[config.mk]
export PLATFORM = sky130hd
export DESIGN_NAME = edge_detect_multi
export DESIGN_NICKNAME = d
export VERILOG_FILES = /design/src/rtl/edge_detect_multi.sv
export SDC_FILE = /design/constraint.sdc
export NUM_CORES = 1
export LEC_CHECK = 0
export ABC_AREA = 1
export ABC_CLOCK_PERIOD_IN_PS = 2300
export CAP_MARGIN = 10
export CORE_UTILIZATION = 40
export CTS_CLUSTER_SIZE = 25
export DETAILED_ROUTE_END_ITERATION = 8
export PLACE_DENSITY = 0.66
export RECOVER_POWER = 50
export SLEW_MARGIN = 20
export SYNTH_ARGS = -nofsm -noshare
export SYNTH_HDL_FRONTEND = slang
export SYNTH_SLANG_ARGS = --single-unit
[constraint.sdc]
create_clock -name clk -period 2.3 [get_ports clk]
set_clock_uncertainty 0.1 [all_clocks]
set_input_delay 0.575 -clock clk [delete_from_list [all_inputs] [get_ports clk]]
set_output_delay 0.575 -clock clk [all_outputs]
set_load 0.01 [all_outputs]
[src/rtl/edge_detect_multi.sv]
// ---------------------------------------------------------------------------
// edge_detect_multi
//   Multi-channel dual-edge detector. Each channel has an optional
//   synchroniser feeding a 4-state Moore FSM (LOW/RISE/HIGH/FALL). The block
//   produces Moore and Mealy edge pulses gated by a per-channel edge mode,
//   plus a saturating per-channel event counter.
//
// Parameters
//   CH          number of independent channels (>=1)
//   SYNC_STAGES synchroniser flops per channel (0 = din used directly)
//   CNT_W       width of each per-channel event counter (>=1)
//
// Ports
//   clk          single clock for all logic
//   rst          asynchronous active-high reset
//   din          raw channel inputs
//   mode         per channel [2i+1:2i]: bit0 = rising enable, bit1 = falling enable
//   clr          synchronous per-channel counter clear
//   pulse_moore  edge pulse decoded from registered state
//   pulse_mealy  edge pulse from state and input, one cycle ahead of Moore
//   evt_any      OR of all pulse_moore bits
//   cnt          per-channel counters, channel i at [i*CNT_W +: CNT_W]
// ---------------------------------------------------------------------------
module edge_detect_multi #(
    parameter int unsigned CH          = 4,
    parameter int unsigned SYNC_STAGES = 2,
    parameter int unsigned CNT_W       = 8
) (
    input  logic                  clk,
    input  logic                  rst,
    input  logic [CH-1:0]         din,
    input  logic [2*CH-1:0]       mode,
    input  logic [CH-1:0]         clr,
    output logic [CH-1:0]         pulse_moore,
    output logic [CH-1:0]         pulse_mealy,
    output logic                  evt_any,
    output logic [CH*CNT_W-1:0]   cnt
);

    localparam int unsigned MODE_W = 2 * CH;
    localparam int unsigned CNT_TOT_W = CH * CNT_W;

    typedef enum logic [1:0] {
        ST_LOW  = 2'd0,
        ST_RISE = 2'd1,
        ST_HIGH = 2'd2,
        ST_FALL = 2'd3
    } state_e;

    // Synchronised channel levels
    logic [CH-1:0] sync_s;

    generate
        if (SYNC_STAGES == 0) begin : g_bypass
            // No synchroniser: the FSM samples din directly
            assign sync_s = din;
        end else begin : g_sync
            logic [CH-1:0] sync_q [SYNC_STAGES];
            logic [CH-1:0] sync_d [SYNC_STAGES];

            // Shift chain: stage 0 takes din, each later stage takes its predecessor
            always_comb begin
                sync_d[0] = din;
                for (int unsigned k = 1; k < SYNC_STAGES; k++) begin
                    sync_d[k] = sync_q[k-1];
                end
            end

            always_ff @(posedge clk or posedge rst) begin
                if (rst) begin
                    for (int unsigned k = 0; k < SYNC_STAGES; k++) begin
                        sync_q[k] <= '0;
                    end
                end else begin
                    for (int unsigned k = 0; k < SYNC_STAGES; k++) begin
                        sync_q[k] <= sync_d[k];
                    end
                end
            end

            assign sync_s = sync_q[SYNC_STAGES-1];
        end
    endgenerate

    // Per-channel FSM, pulse decode and counter
    genvar gi;
    generate
        for (gi = 0; gi < CH; gi++) begin : g_ch
            localparam logic [CNT_W-1:0] CNT_MAX = '1;

            state_e           state_q;
            state_e           state_d;
            logic [CNT_W-1:0] cnt_q;
            logic [CNT_W-1:0] cnt_d;
            logic             moore_c;
            logic             mealy_c;
            logic             rise_en;
            logic             fall_en;
            logic             lvl;

            assign rise_en = mode[2*gi];
            assign fall_en = mode[2*gi+1];
            assign lvl     = sync_s[gi];

            // State register
            always_ff @(posedge clk or posedge rst) begin
                if (rst) begin
                    state_q <= ST_LOW;
                end else begin
                    state_q <= state_d;
                end
            end

            // Next state and edge pulses; the FSM tracks the level regardless
            // of mode, mode only gates the pulses
            always_comb begin
                state_d = state_q;
                moore_c = 1'b0;
                mealy_c = 1'b0;
                case (state_q)
                    ST_LOW: begin
                        if (lvl) begin
                            state_d = ST_RISE;
                        end
                        mealy_c = lvl & rise_en;
                    end
                    ST_RISE: begin
                        state_d = lvl ? ST_HIGH : ST_FALL;
                        moore_c = rise_en;
                        mealy_c = ~lvl & fall_en;
                    end
                    ST_HIGH: begin
                        if (!lvl) begin
                            state_d = ST_FALL;
                        end
                        mealy_c = ~lvl & fall_en;
                    end
                    ST_FALL: begin
                        state_d = lvl ? ST_RISE : ST_LOW;
                        moore_c = fall_en;
                        mealy_c = lvl & rise_en;
                    end
                    default: begin
                        state_d = ST_LOW;
                    end
                endcase
                // In bypass mode din can be high during reset; keep Mealy quiet
                if (rst) begin
                    mealy_c = 1'b0;
                end
            end

            // Counter register
            always_ff @(posedge clk or posedge rst) begin
                if (rst) begin
                    cnt_q <= '0;
                end else begin
                    cnt_q <= cnt_d;
                end
            end

            // Saturating count of Moore pulses; clear beats a coincident pulse
            always_comb begin
                cnt_d = cnt_q;
                if (clr[gi]) begin
                    cnt_d = '0;
                end else if (moore_c && (cnt_q != CNT_MAX)) begin
                    cnt_d = cnt_q + CNT_W'(1);
                end
            end

            assign pulse_moore[gi]              = moore_c;
            assign pulse_mealy[gi]              = mealy_c;
            assign cnt[gi*CNT_W +: CNT_W]       = cnt_q;
        end
    endgenerate

    assign evt_any = |pulse_moore;

    // Width sanity for the flattened buses
    if (MODE_W != $bits(mode) || CNT_TOT_W != $bits(cnt)) begin : g_width_err
        $error("edge_detect_multi: bus width mismatch");
    end

endmodule

==> Word-level counts from Yosys, hierarchy flattened <==
Cells that the tools add are included.
Widths: inputs -> output; s select.
{ "classes": {"add_sub_neg": 4, "n_bitwise": 12, "n_mux": 40, "n_reduce_logical": 25, "n_eq_ne": 24} }
{ "ops": {"columns": ["operator", "count"], "rows": [
  ["$mux 8", 8],
  ["$add 8x1->8 const B", 4],
  ["$ne 8x8->1 const B", 4],
  ["$pmux 2 s4", 4],
  ["$eq 2x2->1 const B", 8],
  ["$mux 2", 8],
  ["$ne 2x2->1 const B", 8],
  ["$pmux 1 s2", 8],
  ["$reduce_or 2->1", 8],
  ["$mux 1", 12],
  ["$and 1x1->1", 8],
  ["$eq 2x1->1 const B", 4],
  ["$logic_not 2->1", 4],
  ["$reduce_and 2->1", 4],
  ["$reduce_bool 2->1", 4],
  ["$logic_and 1x1->1", 4],
  ["$not 1->1", 4],
  ["$reduce_or 4->1", 1]
]} }
{ "word_totals": {"input_bits": 18, "regBits": 48} }

==> Depth between registers and ports, before layout <==
{ "logic_depth": {"ltp_word": 5, "depth_mapped": 11} }

==> Worst setup path before layout <==
No wires, ideal clock.
{ "synth_timing": {"path_type": "register -> output", "startpoint": "reg g_ch[0].state_q[0]", "endpoint": "out pulse_mealy[0]", "t_required_ps": 1625, "arrival_time_ps": 1141, "stages_incl_launch_ff": 5, "path_slack_ps": 484, "path_cell_list": "dfrtp_1 > inv_1 > ha_1 > a211oi_1 > buf_4"} }
{ "synth_via": {"elab_chain_len": 4, "word_cells_on_any_way": 8} }
{ "synth_lines": {"columns": ["element", "line_no", "rtl"], "rows": [
  ["from (decl)", "91", "state_e state_q;"],
  ["from (signal assigned)", "110", "state_q <= state_d;"],
  ["$eq 2x2->1, or another cell as far along", "120", "case (state_q)"],
  ["$reduce_or 2->1 (no line)", null, null],
  ["$pmux 1 s2 (*)", "120", null],
  ["$mux 1 (*)", "148", "if (rst) begin"],
  ["to (decl)", "35", "output logic [CH-1:0] pulse_mealy,"]
]} }
Every way passes the cells marked *; elsewhere a longest branch is shown, timed or not.

==> Final worst setup path <==
{ "layout_timing": {"startpoint": "in mode[3]", "endpoint": "out pulse_mealy[1]"} }
{ "layout_via": {"elab_chain_len": 3} }
{ "layout_lines": {"columns": ["element", "line_no", "rtl"], "rows": [
  ["from (decl)", "32", "input logic [2*CH-1:0] mode,"],
  ["$and 1x1->1", "130, 136", null],
  ["$pmux 1 s2", "120", null],
  ["$mux 1", "148", null]
]} }
No other way between the ends.

==> out/qor.yml <==
tns_ns: 0
synth_top_area_cell: "dfrtp_1"
grt_util_all_layers: 0.176
hpwl_um: 4900
final_util: 0.543
cts_tree: "yes"
postSynthCellCount: 396
gp_congestion: 0.849
synthTopCellsByArea: "dfrtp_1 40%, nand2_1 15%, ha_1 10%, nand3_1 7.4%, inv_1 5.5%"
syn-num-nets: 439
cts_num_sinks: 48
setup_viol: 0
core_area_um2: 7290
pre_cts_ws_ns: -0.383
critPathMaxFanout: 2
reg2reg_depth: 10
period_minus_slack_ns: 2.25
drc: 0
power_leakage_nw: 1.99
numCtsBuffers: 5
first_global_vias: 2559
fmax_ghz: 0.444
grt_pass1_wl_um: 11000
yosys_warnings: 0
slowest_delay_ns: 0.49
ant_nets: 0
ys_types: 28
nNetsFinal: 512
p_per_area_nw_per_um2: 875
cp.arrival_ns: 1.58
power_mw: 3.47
fp.dieArea_um2: 7930
cp.depth: 4
start_util: 0.416
drt_first_pass_iters: 4
min_from: "g_sync.sync_d[0]"
num_rows: 31
r2r-start: "g_ch[0].state_q[1]"
relSlewSlack: 0.727
layout-drive-gt1-share: 0.151
io_pins: 59
path_cells: "clkdlybuf4s50_1 -> nand2_1 -> a211oi_1 -> clkdlybuf4s15_2"
hold_path.class: "flip-flop to flip-flop"
routed-via-count: 2724
antenna_found_initial: 0
critPathCaptureType: "output port"
critPathSlowestCell: "clkdlybuf4s50_1"
routedWlPerCell_um: 11.7
grt_start_max_net_pins: 40
clk_pin_slew_ns: 0.08
root_buffer: "clkbuf_8"
routed_via_density: 4.79
worst_ir_drop_vdd_mv: 0.348
reg2reg_to: "g_ch[0].cnt_q[7]"
hold_depth: 0
antennaDiodeCount: 0
worstHoldEndpoint: "sync_s[0]"
cp_top_family: "buffers and inverters"
die_h_um: 89.0
netlist_area_um2: 3030
slew_viol_final: 0
worstSetupPathType: "primary input to output port"
ys_ff_latch: 48
chipWidth_um: 89.0
drtIter0Drc: 74
rsz0062_at_grt: "true"
cts.path.max_buffers: 2
avgSynthCellArea_um2: 7.65
startpoint_type: "primary input"
routed_wl_um: 6660
insertion_delay_ns: 0.29
port-buffer-count: 58
grt-ovfl-total: 0
synth_top_area_share: 0.396
worst_pin_slew_ns: 0.406
hold_viol_final: 0
period_share: 0.979
critPathBufInv: 2
htree_levels: 2
rrSetupSlack_ns: 0.56
cp.required_ns: 1.62
status: "completed"
cap_violations: 0
fin_hold_ws_ns: 0.254
seq_area_frac_synth: 0.396
finalWorstSetupSlack_ns: 0.0487
area_delta_synth_final_pct: 30.7
sequential cells by signal (all words and copies together) (netlist names):
signal,count
g_ch.cnt_q,32
g_ch.state_q,8
g_sync.sync_d,4
sync_s,4
kinds of logic after synthesis:
kind of cell    count (synthesis)  share of synthesized area
fa+ha+maj                      25                      0.103
flops                          48                      0.396
mux                             1                    0.00330
xor+xnor                        9                     0.0260
buf+inv                        62                     0.0867
compound gates                 37                     0.0694
simple gates                  214                      0.315
worst max-delay path by stage:
stage	from	to	slack (ns)
after floorplan	rst	g_ch[0].cnt_q[0]	0.48
after global placement	rst	pulse_mealy[3]	-0.33
after detailed placement	rst	pulse_mealy[0]	-0.38
after CTS	g_ch[0].state_q[1]	pulse_moore[0]	-0.01
after global routing	g_ch[0].state_q[0]	pulse_mealy[0]	-0.006
final	mode[3]	pulse_mealy[1]	0.05
cells in the mapped netlist:
cell / instances
inv_2: 7
nor2_1: 22
nor3_1: 1
a21oi_2: 2
o21ai_0: 13
nand3_1: 45
nor2_4: 2
o21ai_1: 4
nand3b_1: 2
mux2i_1: 1
nand4_1: 3
a21oi_1: 11
dfrtp_1: 48
nand2_2: 8
ha_1: 25
o21bai_1: 2
nand2_1: 120
nand2_4: 3
inv_1: 44
xnor2_1: 2
buf_4: 8
nor3b_1: 1
xor2_1: 7
nor2_2: 6
a211oi_1: 4
clkinv_1: 3
a21boi_1: 1
or2_2: 1
where the power goes:
group / switching, mW / internal (mW)
registers: 0.146 / 0.987
clock network: 0.270 / 0.323
logic: 0.942 / 0.799
layer usage:
metal / wire length, um / global-route usage / up-vias
met3: 297 / 0.0314 / 6
li1: - / - / 1398
met2: 3230 / 0.320 / 63
met4: 46 / 0.0433 / 0
met1: 3090 / 0.216 / 1257
met5: 0 / 0 / -
worst reg2reg max path, delay by kind of cell (launching register included):
family | cells | cell delay [ns]
adder cells (fa/ha/maj) | 1 | 0.15
buffers and inverters | 3 | 0.32
AND/OR/NAND/NOR | 5 | 0.42
flip-flops | 1 | 0.43
AO/OA/AOI/OAI | 1 | 0.23
per-stage QoR:
stage / area [um2] / cells
2_1_floorplan: 3030 / 396
5_1_grt: 3960 / 569
3_3_place_gp: 3790 / 559
3_5_place_dp: 3790 / 559
4_1_cts: 3920 / 567
6_report: 3960 / 569
final cells by class:
type                            count  area [um2]
Clock buffer                        6        72.6
Clock inverter                      2        35.0
Fill cell                         716        3330
Inverter                           54         204
Multi-Input combinational cell    286        1640
Sequential cell                    48        1200
Tap cell                           99         124
Timing Repair Buffer               74         688
what timing repair did:
item	4_1_cts	5_1_grt
pin swaps	0	3
cloned	0	0
setup endpoints to repair	9	8
resized for setup	27	15
hold buffers	0	0
buffers inserted	0	2
cells in the final DEF (no fill, tap or decap), types with 2 or more instances in the layout:
cell type,Yosys,layout
a211oi_1,4,2
a211oi_2,0,2
a21oi_1,11,11
a21oi_2,2,2
buf_2,0,2
buf_4,8,15
clkbuf_2,0,3
clkbuf_8,0,5
clkdlybuf4s15_2,0,2
clkdlybuf4s50_1,0,48
clkinv_1,3,2
clkinv_2,0,2
dfrtp_1,48,48
dlygate4sd2_1,0,2
ha_1,25,20
ha_4,0,4
inv_1,44,41
inv_2,7,10
nand2_1,120,119
nand2_2,8,8
nand2_4,3,4
nand3_1,45,45
nand3b_1,2,2
nand4_1,3,3
nor2_1,22,22
nor2_2,6,6
nor2_4,2,2
o21ai_0,13,13
o21ai_1,4,4
o21bai_1,2,2
xnor2_1,2,2
xor2_1,7,7
(Power assumes the default switching activity.)
